## src/rtl/vector_processor_pkg.sv

```systemverilog
// Shared types and helpers for the vector execute stage reduction path.
// Optional min/max reduction support is compiled in with VRED_MINMAX_EN.
package vector_processor_pkg;

  localparam int CHUNK_W = 32;

  typedef enum logic [1:0] {
    SEW8  = 2'b00,
    SEW16 = 2'b01,
    SEW32 = 2'b10
  } sew_e;

  typedef enum logic [1:0] {
    IDLE  = 2'b00,
    ACCUM = 2'b01,
    DONE  = 2'b10
  } red_state_e;

`ifdef VRED_MINMAX_EN
  typedef enum logic [1:0] {
    RED_SUM  = 2'b00,
    RED_MAX  = 2'b01,
    RED_MIN  = 2'b10,
    RED_MAXU = 2'b11
  } red_op_e;
`endif

  // Encoding 11 is reserved and behaves as 32-bit elements.
  function automatic sew_e decode_sew(input logic [1:0] raw);
    case (raw)
      2'b00:   return SEW8;
      2'b01:   return SEW16;
      default: return SEW32;
    endcase
  endfunction

  function automatic logic [CHUNK_W-1:0] sew_mask(input logic [CHUNK_W-1:0] x,
                                                  input sew_e sew);
    case (sew)
      SEW8:    return {24'b0, x[7:0]};
      SEW16:   return {16'b0, x[15:0]};
      default: return x;
    endcase
  endfunction

`ifdef VRED_MINMAX_EN
  // One extra bit lets signed and unsigned compares share a single comparator.
  function automatic logic signed [CHUNK_W:0] sew_ext(input logic [CHUNK_W-1:0] x,
                                                      input sew_e sew,
                                                      input logic sgn);
    case (sew)
      SEW8:    return {{25{sgn & x[7]}}, x[7:0]};
      SEW16:   return {{17{sgn & x[15]}}, x[15:0]};
      default: return {sgn & x[31], x};
    endcase
  endfunction

  function automatic logic [CHUNK_W-1:0] red_combine(input logic [CHUNK_W-1:0] a,
                                                     input logic [CHUNK_W-1:0] b,
                                                     input sew_e sew,
                                                     input red_op_e op);
    logic signed [CHUNK_W:0] ea;
    logic signed [CHUNK_W:0] eb;
    ea = sew_ext(a, sew, op != RED_MAXU);
    eb = sew_ext(b, sew, op != RED_MAXU);
    case (op)
      RED_MAX, RED_MAXU: return sew_mask((ea >= eb) ? a : b, sew);
      RED_MIN:           return sew_mask((ea <= eb) ? a : b, sew);
      default:           return sew_mask(a + b, sew);
    endcase
  endfunction
`endif

endpackage

```

## src/rtl/vred_chunk_fold.sv

```systemverilog
// Combinational fold of one 32-bit chunk into a single SEW-wide partial value.
// With VRED_MINMAX_EN the fold also supports signed/unsigned max and signed min.
module vred_chunk_fold
  import vector_processor_pkg::*;
(
  input  logic [CHUNK_W-1:0] chunk,
  input  sew_e               sew,
  input  logic [3:0]         active,
`ifdef VRED_MINMAX_EN
  input  red_op_e            op,
`endif
  output logic [CHUNK_W-1:0] partial
);

  logic [7:0]         byte_lane [4];
  logic [CHUNK_W-1:0] elem      [4];
  logic [3:0]         lane_on;
  logic [CHUNK_W-1:0] fold_acc;
`ifdef VRED_MINMAX_EN
  logic               fold_have;
`endif

  genvar gi;
  generate
    for (gi = 0; gi < 4; gi++) begin : g_byte
      assign byte_lane[gi] = chunk[gi*8 +: 8];
    end
  endgenerate

  // Lanes beyond the element count of the current SEW are forced off.
  always_comb begin
    for (int i = 0; i < 4; i++) begin
      elem[i] = '0;
    end
    lane_on = '0;
    case (sew)
      SEW8: begin
        for (int i = 0; i < 4; i++) begin
          elem[i] = {24'b0, byte_lane[i]};
        end
        lane_on = active;
      end
      SEW16: begin
        elem[0] = {16'b0, byte_lane[1], byte_lane[0]};
        elem[1] = {16'b0, byte_lane[3], byte_lane[2]};
        lane_on = {2'b00, active[1:0]};
      end
      default: begin
        elem[0] = chunk;
        lane_on = {3'b000, active[0]};
      end
    endcase
  end

  // Inactive lanes are skipped entirely, so min/max never sees a zero filler.
  always_comb begin
    fold_acc = '0;
`ifdef VRED_MINMAX_EN
    fold_have = 1'b0;
`endif
    for (int i = 0; i < 4; i++) begin
      if (lane_on[i]) begin
`ifdef VRED_MINMAX_EN
        fold_acc  = fold_have ? red_combine(fold_acc, elem[i], sew, op) : elem[i];
        fold_have = 1'b1;
`else
        fold_acc  = fold_acc + elem[i];
`endif
      end
    end
    partial = sew_mask(fold_acc, sew);
  end

endmodule

```

## src/rtl/vector_reduction_unit.sv

```systemverilog
// Multi-cycle vector reduction: folds vs2 one 32-bit chunk per cycle into a seeded scalar.
// Defining VRED_MINMAX_EN adds the op port and max/min reductions.
`ifndef VLEN
`define VLEN 512
`endif

module vector_reduction_unit
  import vector_processor_pkg::*;
#(
  parameter int VLEN    = `VLEN,
  parameter int CHUNK_W = 32
) (
  input  logic                       clk,
  input  logic                       reset,
  input  logic                       in_valid,
  output logic                       in_ready,
  input  logic [1:0]                 sew,
  input  logic [$clog2(VLEN/8):0]    vl,
  input  logic [VLEN-1:0]            vs2,
  input  logic [31:0]                vs1_scalar,
`ifdef VRED_MINMAX_EN
  input  logic [1:0]                 op,
`endif
  output logic                       out_valid,
  input  logic                       out_ready,
  output logic [31:0]                result,
  output logic                       busy
);

  localparam int NCHUNK = VLEN / CHUNK_W;
  localparam int CNT_W  = (NCHUNK > 1) ? $clog2(NCHUNK) : 1;
  localparam int VL_W   = $clog2(VLEN/8) + 1;

  red_state_e         state_reg, state_next;
  sew_e               sew_reg, sew_next;
  logic [VL_W-1:0]    vl_reg, vl_next;
  logic [VLEN-1:0]    vs2_reg, vs2_next;
  logic [31:0]        acc_reg, acc_next;
  logic [CNT_W-1:0]   chunk_reg, chunk_next;
`ifdef VRED_MINMAX_EN
  red_op_e            op_reg, op_next;
`endif

  logic [31:0]        base_idx;
  logic [31:0]        epc;
  logic [31:0]        vl_ext;
  logic [3:0]         lane_active;
  logic               last_chunk;
  logic [31:0]        partial;

  assign vl_ext = 32'(vl_reg);

  always_comb begin
    case (sew_reg)
      SEW8: begin
        base_idx = 32'(chunk_reg) << 2;
        epc      = 32'd4;
      end
      SEW16: begin
        base_idx = 32'(chunk_reg) << 1;
        epc      = 32'd2;
      end
      default: begin
        base_idx = 32'(chunk_reg);
        epc      = 32'd1;
      end
    endcase
  end

  genvar gi;
  generate
    for (gi = 0; gi < 4; gi++) begin : g_lane
      assign lane_active[gi] = (base_idx + 32'(gi)) < vl_ext;
    end
  endgenerate

  // The chunk cap also covers vl beyond VLEN/SEW: every element is then active.
  assign last_chunk = ((base_idx + epc) >= vl_ext) ||
                      (chunk_reg == CNT_W'(NCHUNK - 1));

  // vs2 is shifted down each ACCUM cycle so the current chunk is always the low word.
  vred_chunk_fold u_fold (
    .chunk   (vs2_reg[CHUNK_W-1:0]),
    .sew     (sew_reg),
    .active  (lane_active),
`ifdef VRED_MINMAX_EN
    .op      (op_reg),
`endif
    .partial (partial)
  );

  always_ff @(posedge clk) begin
    if (reset) begin
      state_reg <= IDLE;
      sew_reg   <= SEW8;
      vl_reg    <= '0;
      vs2_reg   <= '0;
      acc_reg   <= '0;
      chunk_reg <= '0;
`ifdef VRED_MINMAX_EN
      op_reg    <= RED_SUM;
`endif
    end else begin
      state_reg <= state_next;
      sew_reg   <= sew_next;
      vl_reg    <= vl_next;
      vs2_reg   <= vs2_next;
      acc_reg   <= acc_next;
      chunk_reg <= chunk_next;
`ifdef VRED_MINMAX_EN
      op_reg    <= op_next;
`endif
    end
  end

  always_comb begin
    state_next = state_reg;
    sew_next   = sew_reg;
    vl_next    = vl_reg;
    vs2_next   = vs2_reg;
    acc_next   = acc_reg;
    chunk_next = chunk_reg;
`ifdef VRED_MINMAX_EN
    op_next    = op_reg;
`endif
    in_ready   = 1'b0;
    out_valid  = 1'b0;
    busy       = 1'b1;
    result     = '0;

    case (state_reg)
      IDLE: begin
        in_ready = 1'b1;
        busy     = 1'b0;
        if (in_valid) begin
          sew_next   = decode_sew(sew);
          vl_next    = vl;
          vs2_next   = vs2;
          acc_next   = sew_mask(vs1_scalar, decode_sew(sew));
          chunk_next = '0;
`ifdef VRED_MINMAX_EN
          op_next    = red_op_e'(op);
`endif
          state_next = (vl != '0) ? ACCUM : DONE;
        end
      end
      ACCUM: begin
`ifdef VRED_MINMAX_EN
        acc_next = red_combine(acc_reg, partial, sew_reg, op_reg);
`else
        acc_next = sew_mask(acc_reg + partial, sew_reg);
`endif
        vs2_next   = vs2_reg >> CHUNK_W;
        chunk_next = chunk_reg + CNT_W'(1);
        if (last_chunk) begin
          state_next = DONE;
        end
      end
      DONE: begin
        out_valid = 1'b1;
        result    = acc_reg;
        if (out_ready) begin
          state_next = IDLE;
        end
      end
      default: begin
        state_next = IDLE;
      end
    endcase
  end

endmodule
```

## config.mk

```make
export PLATFORM = sky130hd
export DESIGN_NAME = vector_reduction_unit
export DESIGN_NICKNAME = d
export VERILOG_FILES = /design/src/rtl/vector_processor_pkg.sv /design/src/rtl/vred_chunk_fold.sv /design/src/rtl/vector_reduction_unit.sv
export SDC_FILE = /design/constraint.sdc
export NUM_CORES = 2
export LEC_CHECK = 0
export BUFFER_PORTS_ARGS = -buffer_cell sky130_fd_sc_hd__buf_2
export CAP_MARGIN = 30
export CORE_UTILIZATION = 35
export DETAILED_ROUTE_END_ITERATION = 10
export MAX_ROUTING_LAYER = met4
export PLACE_DENSITY_LB_ADDON = 0.05
export SLEW_MARGIN = 20
export SYNTH_ARGS = -nofsm -noshare
export SYNTH_HDL_FRONTEND = slang
export SYNTH_SLANG_ARGS = --single-unit
```

## constraint.sdc

```tcl
create_clock -name clk -period 8.5 [get_ports clk]
set_input_delay 0 -clock clk [delete_from_list [all_inputs] [get_ports clk]]
set_output_delay 0 -clock clk [all_outputs]
set_load 0.02 [all_outputs]
```

**Word level (Yosys, flattened, before mapping)**

Index checks and enable logic that the tools add are counted.
W data, S select, Z words.

- $add $sub $neg: 9
- $lt $le $gt $ge: 5
- Equal/unequal tests: 9
- Mux-type cells: 31
- Reductions and logical operators: 10

Operators by type and width:

| operator | count |
|---|---|
| $pmux W512 S2 | 1 |
| $mux W512 | 1 |
| $pmux W32 S2 | 5 |
| $mux W32 | 6 |
| $add A32 B32 Y32 | 2 |
| $mux W40 | 1 |
| $add A32 B16 Y32 | 1 |
| $add A32 B8 Y32 | 1 |
| $add A6 B32 Y32 | 1 |
| $ge A32 B7 Y1 | 1 |
| $pmux W16 S2 | 1 |
| $lt A7 B7 Y1 | 3 |
| $pmux W4 S2 | 2 |
| $add A6 B2 Y7 const B | 2 |
| $mux W2 | 6 |
| $pmux W6 S2 | 1 |
| $eq A2 B1 Y1 const B | 4 |
| $logic_not A2 Y1 | 4 |
| $add A6 B1 Y7 const B | 1 |
| $lt A6 B7 Y1 | 1 |
| $reduce_bool A7 Y1 | 1 |
| $ne A2 B2 Y1 const B | 3 |
| $pmux W2 S3 | 1 |
| $pmux W3 S2 | 1 |
| other kinds (10) | 13 |

- Register bits: 559
- Logic and storage cells: 70

**Logic depth before layout (Yosys ltp)**

- Depth in word-level cells: 16
- Gate-level depth with buffers: 43
- Gate-level depth less buffers: 41

**Cells and area by module**

From an unflattened synthesis, not the netlist that was laid out.

- Cell total of the unflattened synthesis: 3768
- Area, all modules: 28682.5 sq um

By module, submodules not included:

| module | times used | cells an instance | area each (sq um) |
|---|---|---|---|
| vector_reduction_unit | 1 | 3429 | 26286.5 |
| vred_chunk_fold | 1 | 339 | 2396.0 |

**Least setup slack after synthesis**

No wires, ideal clock.

- Path type: reg2reg
- From: reg sew_reg[0]
- To: reg acc_reg[28]
- Arrival: 8353 ps
- Data required time: 8368 ps
- Setup slack: 15 ps
- Stages on the path, launching flop included: 41
- Period minus slack after synthesis: 8485 ps
- Cells stage by stage: dfxtp_1 buf_2 buf_1 nor2b_1 a22oi_1 inv_1 ha_1 nand3_1 xnor2_1 ha_1 a211o_1 a311o_1 a41o_4 buf_6 clkbuf_1 o21ai_0 ha_1 a21oi_1 [... 5 more ...] xnor2_1 mux2_2 ha_1 nor2b_1 o21ai_0 or3_1 a21oi_1 ha_1 a21o_1 a21o_1 a21oi_1 a2bb2oi_1 o21ai_1 a211o_1 a211oi_1 xnor2_1 a221oi_1 nor3_1

- Word-level cells in the longest chain between the ends: 15

Ends and longest elaborated chain:

| element | RTL line | source |
|---|---|---|
| start: declaration | vector_reduction_unit.sv:35 | `sew_e sew_reg, sew_next;` |
| start signal: assignment | vector_reduction_unit.sv:105 | `sew_reg <= sew_next;` |
| $eq A2 B1 Y1 / $logic_not A2 Y1 (equally long branches) | vector_processor_pkg.sv:39, vred_chunk_fold.sv:36, vector_reduction_unit.sv:54 |  |
| $pmux W6 S2 | vector_reduction_unit.sv:54 | `case (sew_reg)` |
| $lt A6 B7 Y1 | vector_reduction_unit.sv:73 | `assign lane_active[gi] = (base_idx + 32'(gi)) < vl_ext;` |
| $pmux W4 S2 | vred_chunk_fold.sv:36 | `case (sew)` |
| $mux W32 | vred_chunk_fold.sv:62 | `if (lane_on[i]) begin` |
| $add A32 B16 Y32 | vred_chunk_fold.sv:67 | `fold_acc = fold_acc + elem[i];` |
| $mux W32 | vred_chunk_fold.sv:62 |  |
| $add A32 B8 Y32 | vred_chunk_fold.sv:67 |  |
| $mux W32 | vred_chunk_fold.sv:62 |  |
| $add A32 B32 Y32 | vred_chunk_fold.sv:67 |  |
| $mux W32 | vred_chunk_fold.sv:62 |  |
| $pmux W32 S2 | vector_processor_pkg.sv:39 | `case (sew)` |
| $add A32 B32 Y32 | vector_reduction_unit.sv:151 | `acc_next = sew_mask(acc_reg + partial, sew_reg);` |
| $pmux W32 S2 * | vector_processor_pkg.sv:39 |  |
| $pmux W32 S2 * | vector_reduction_unit.sv:131 | `case (state_reg)` |
| end signal: assignment | vector_reduction_unit.sv:108 | `acc_reg <= acc_next;` |
| end: declaration | vector_reduction_unit.sv:38 | `logic [31:0] acc_reg, acc_next;` |

Every way passes the cells marked *; elsewhere a longest branch is shown, timed or not.
A chain may end at the register's enable or synchronous reset.

**Worst setup path after layout**

- From: reg sew_reg[0]
- To: reg acc_reg[21]

The elaborated chain is that of the path after synthesis.

==> impl_metrics.ini <==
[outcome]
status = completed

[global_route]
grt_pass1_vias = 30000
grt_usage_pct = 27.2
grt_first_pass_wirelength_mm = 172
grt_remaining_overflow = 0
grt_max_degree = 219
antenna_found_initial = 46

[finish]
fin_nets = 5380
fin_util_pct = 49.9
area_growth_pct = 41.2
drive_gt1_share_pct = 16.7
largest_reg_flops = 512

[yosys]
synth-seq-area-share_pct = 39.3
ys.flop_type = dfxtp_1
yosysWarnings = 0
syn-num-nets = 4419
postSynthCellCount = 3757
synth-seq-cells = 559
synth_area_um2 = 28500
synth_area_per_cell_um2 = 7.58
synth-edff-count = 0
yosysUniqueCellTypes = 77
async_reset_ff_share_pct = 0

[floorplan]
start_util_pct = 35.4
dieArea_um2 = 82600
die_x_um = 287
pin_count = 592
rows = 104
die_height_um = 287
coreArea_um2 = 80500

[placement]
io_buffer_count = 591
dpl.hpwl_mm = 77.9
preCtsSetupSlack_ps = 95.6
gp_congestion = 0.916

[clocking]
cts_tree = built
cts-root-buf = clkbuf_16
clockBufferDepth = 3
htree_levels = 3
clock_latency_ps = 610
cts_sinks = 559
cts_buffers = 68
clkTransAtPathRegs_ps = 60

[route]
drc = 0
drtIter0Drc = 2124
via_count = 30500
wl_per_cell_um = 19.4
first_pass_iters = 5
vias_per_cell = 5.19
ant_nets = 0
wirelength_mm = 114

[critical_path]
ff2ff_setup_slack_ps = 420
crit_type = reg -> reg
r2r-start = sew_reg[0]
r2r-end = acc_reg[21]
required_ps = 8950
cp_max_fo = 6
crit_path_frequent_cell = buf_4
cpPeakStageDelay_ps = 480
crit_path_end_kind = register
cp_num_buf_inv = 6
reg2regPathDepth = 39
start_kind = register
path_delay_family = compound AO/OA/AOI/OAI gates
cp.arrival_ps = 8530
crit_path_top_delay_cell = fa_1

[pwr]
p_per_area_nw_per_um2 = 217
power_mw = 8.73
total_leakage_power_nw = 17.4
vdd_drop_max_v = 0.000160

[flow_run]
cap_violations = 0

[hold_path]
whs_path_depth = 2
hold_class = in -> reg
hold_start = reset
holdPathEnd = vs2_reg[302]

[timing]
hold_violations = 0
skew_ps = 20.3
setup_ws_ps = 420
setup_viol_count_final = 0
tightest_slew_ps = 1110
min_period_ps = 8080
maxSlewHeadroom_pct = 25.8
fin_crit_sh_pct = 95.1
fmax_mhz = 124
fin_hold_ws_ps = 84.6
maxSlewViolCount = 0
tns_ps = 0
[cell type report]
class,count,area (um^2)
clock buffers,103,1990
fillers,8089,40300
flip-flops and latches,559,11200
inverters,33,124
multi-input cells,2843,16100
clock inverters,17,203
well taps,1060,1330
repair buffers,1213,9190
diodes,52,130
[cell usage after synthesis, drive strengths merged (7+ instances only)]
cell	count	area (um^2)
o21a	7	52.6
a21oi	72	364
a22oi	37	278
a221oi	21	184
nor2	604	2270
o21ai	50	254
nor2b	14	87.6
o31ai	8	60.1
xnor2	39	342
nand2b	14	87.6
a211oi	11	82.6
dfxtp	559	11200
nor3	33	165
a21o	28	210
a311oi	486	4260
and2	79	494
nand3	19	95.1
and3	23	144
mux2i	18	180
a211o	7	61.3
ha	100	1250
nand2	1052	3950
buf	18	82.6
clkbuf	304	1140
inv	33	124
nor4	7	43.8
xor2	24	210
[per-layer routing]
| metal | share of wire, % | GRT usage (%) | vias up | wire length [um] |
|---|---|---|---|---|
| met3 | 4.7 | 4.21 | 210 | 5310 |
| met4 | 3.5 | 10.2 | 0 | 3960 |
| met2 | 49 | 44.9 | 771 | 55200 |
| li1 | - | - | 15200 | - |
| met1 | 43 | 33.3 | 14300 | 49300 |
| met5 | 0 | - | - | 0 |
[worst register-to-register path, delay by kind of cell, from the launching register on]
family,cells,cell delay (ps)
AOI/OAI and AO/OA,16,3140
xor gates and xnor gates,2,220
adders and majority gates,5,1640
buffers and inverters,6,870
DFF,1,360
muxes,3,620
and+or+nand+nor,7,1070
[logic make-up after synthesis]
family / after synthesis / synth area share [%]
AND/OR/NAND/NOR: 1873 / 26.4
buffers and inverters: 355 / 4.73
adder cells (fa/ha/maj): 105 / 4.74
other: 1 / 0.0132
multiplexers: 24 / 0.869
flip-flops: 559 / 39.3
XOR/XNOR: 63 / 1.94
AO/OA/AOI/OAI: 777 / 22.0
[report_power, final]
group | leakage (nW) | internal, mW | switching [mW]
clock network | 1.08 | 1.72 | 1.21
registers | 4.64 | 3.02 | 0.290
logic | 11.6 | 1.03 | 1.47
total | 17.4 | 5.77 | 2.96
[stage by stage]
| stage | instance area, um^2 | cells |
|---|---|---|
| floorplan | 28500 | 3757 |
| global placement | 32100 | 5135 |
| detailed placement | 32100 | 5136 |
| CTS | 39900 | 5816 |
| global route | 40200 | 5875 |
| finish | 40200 | 5880 |
[worst max-delay path by stage]
stage            startpoint     endpoint  slack, ps  depth (start not counted)
3_3_place_gp   chunk_reg[0]  acc_reg[29]        210                         35
3_5_place_dp   chunk_reg[0]  acc_reg[28]        100                         38
5_1_grt          sew_reg[0]  acc_reg[29]        -20                         40
6_report         sew_reg[0]  acc_reg[21]        420                         39
4_1_cts        chunk_reg[0]  acc_reg[28]         30                         38
2_1_floorplan    sew_reg[0]  acc_reg[28]         20                         40
[placed cells by master, fill, tap and decap left out, types with 34 or more instances in the layout]
cell type,n
dlygate4sd3_1,560
buf_4,48
buf_2,590
dfxtp_1,557
clkbuf_16,68
nor2_1,603
o21ai_0,34
a22oi_1,37
ha_1,98
xnor2_1,39
and2_1,76
a311oi_1,486
nand2_1,1052
diode_2,52
a21oi_1,68
[repair_timing]
| item | 4_1_cts | 5_1_grt |
|---|---|---|
| hold endpoints to repair | 554 | 0 |
| endpoints found under the setup margin | 0 | 21 |
| hold buffers | 560 | 0 |
| buffers inserted | 0 | 9 |
| gates resized for setup | 0 | 30 |
No activity file was read; power rests on OpenSTA's default activity.
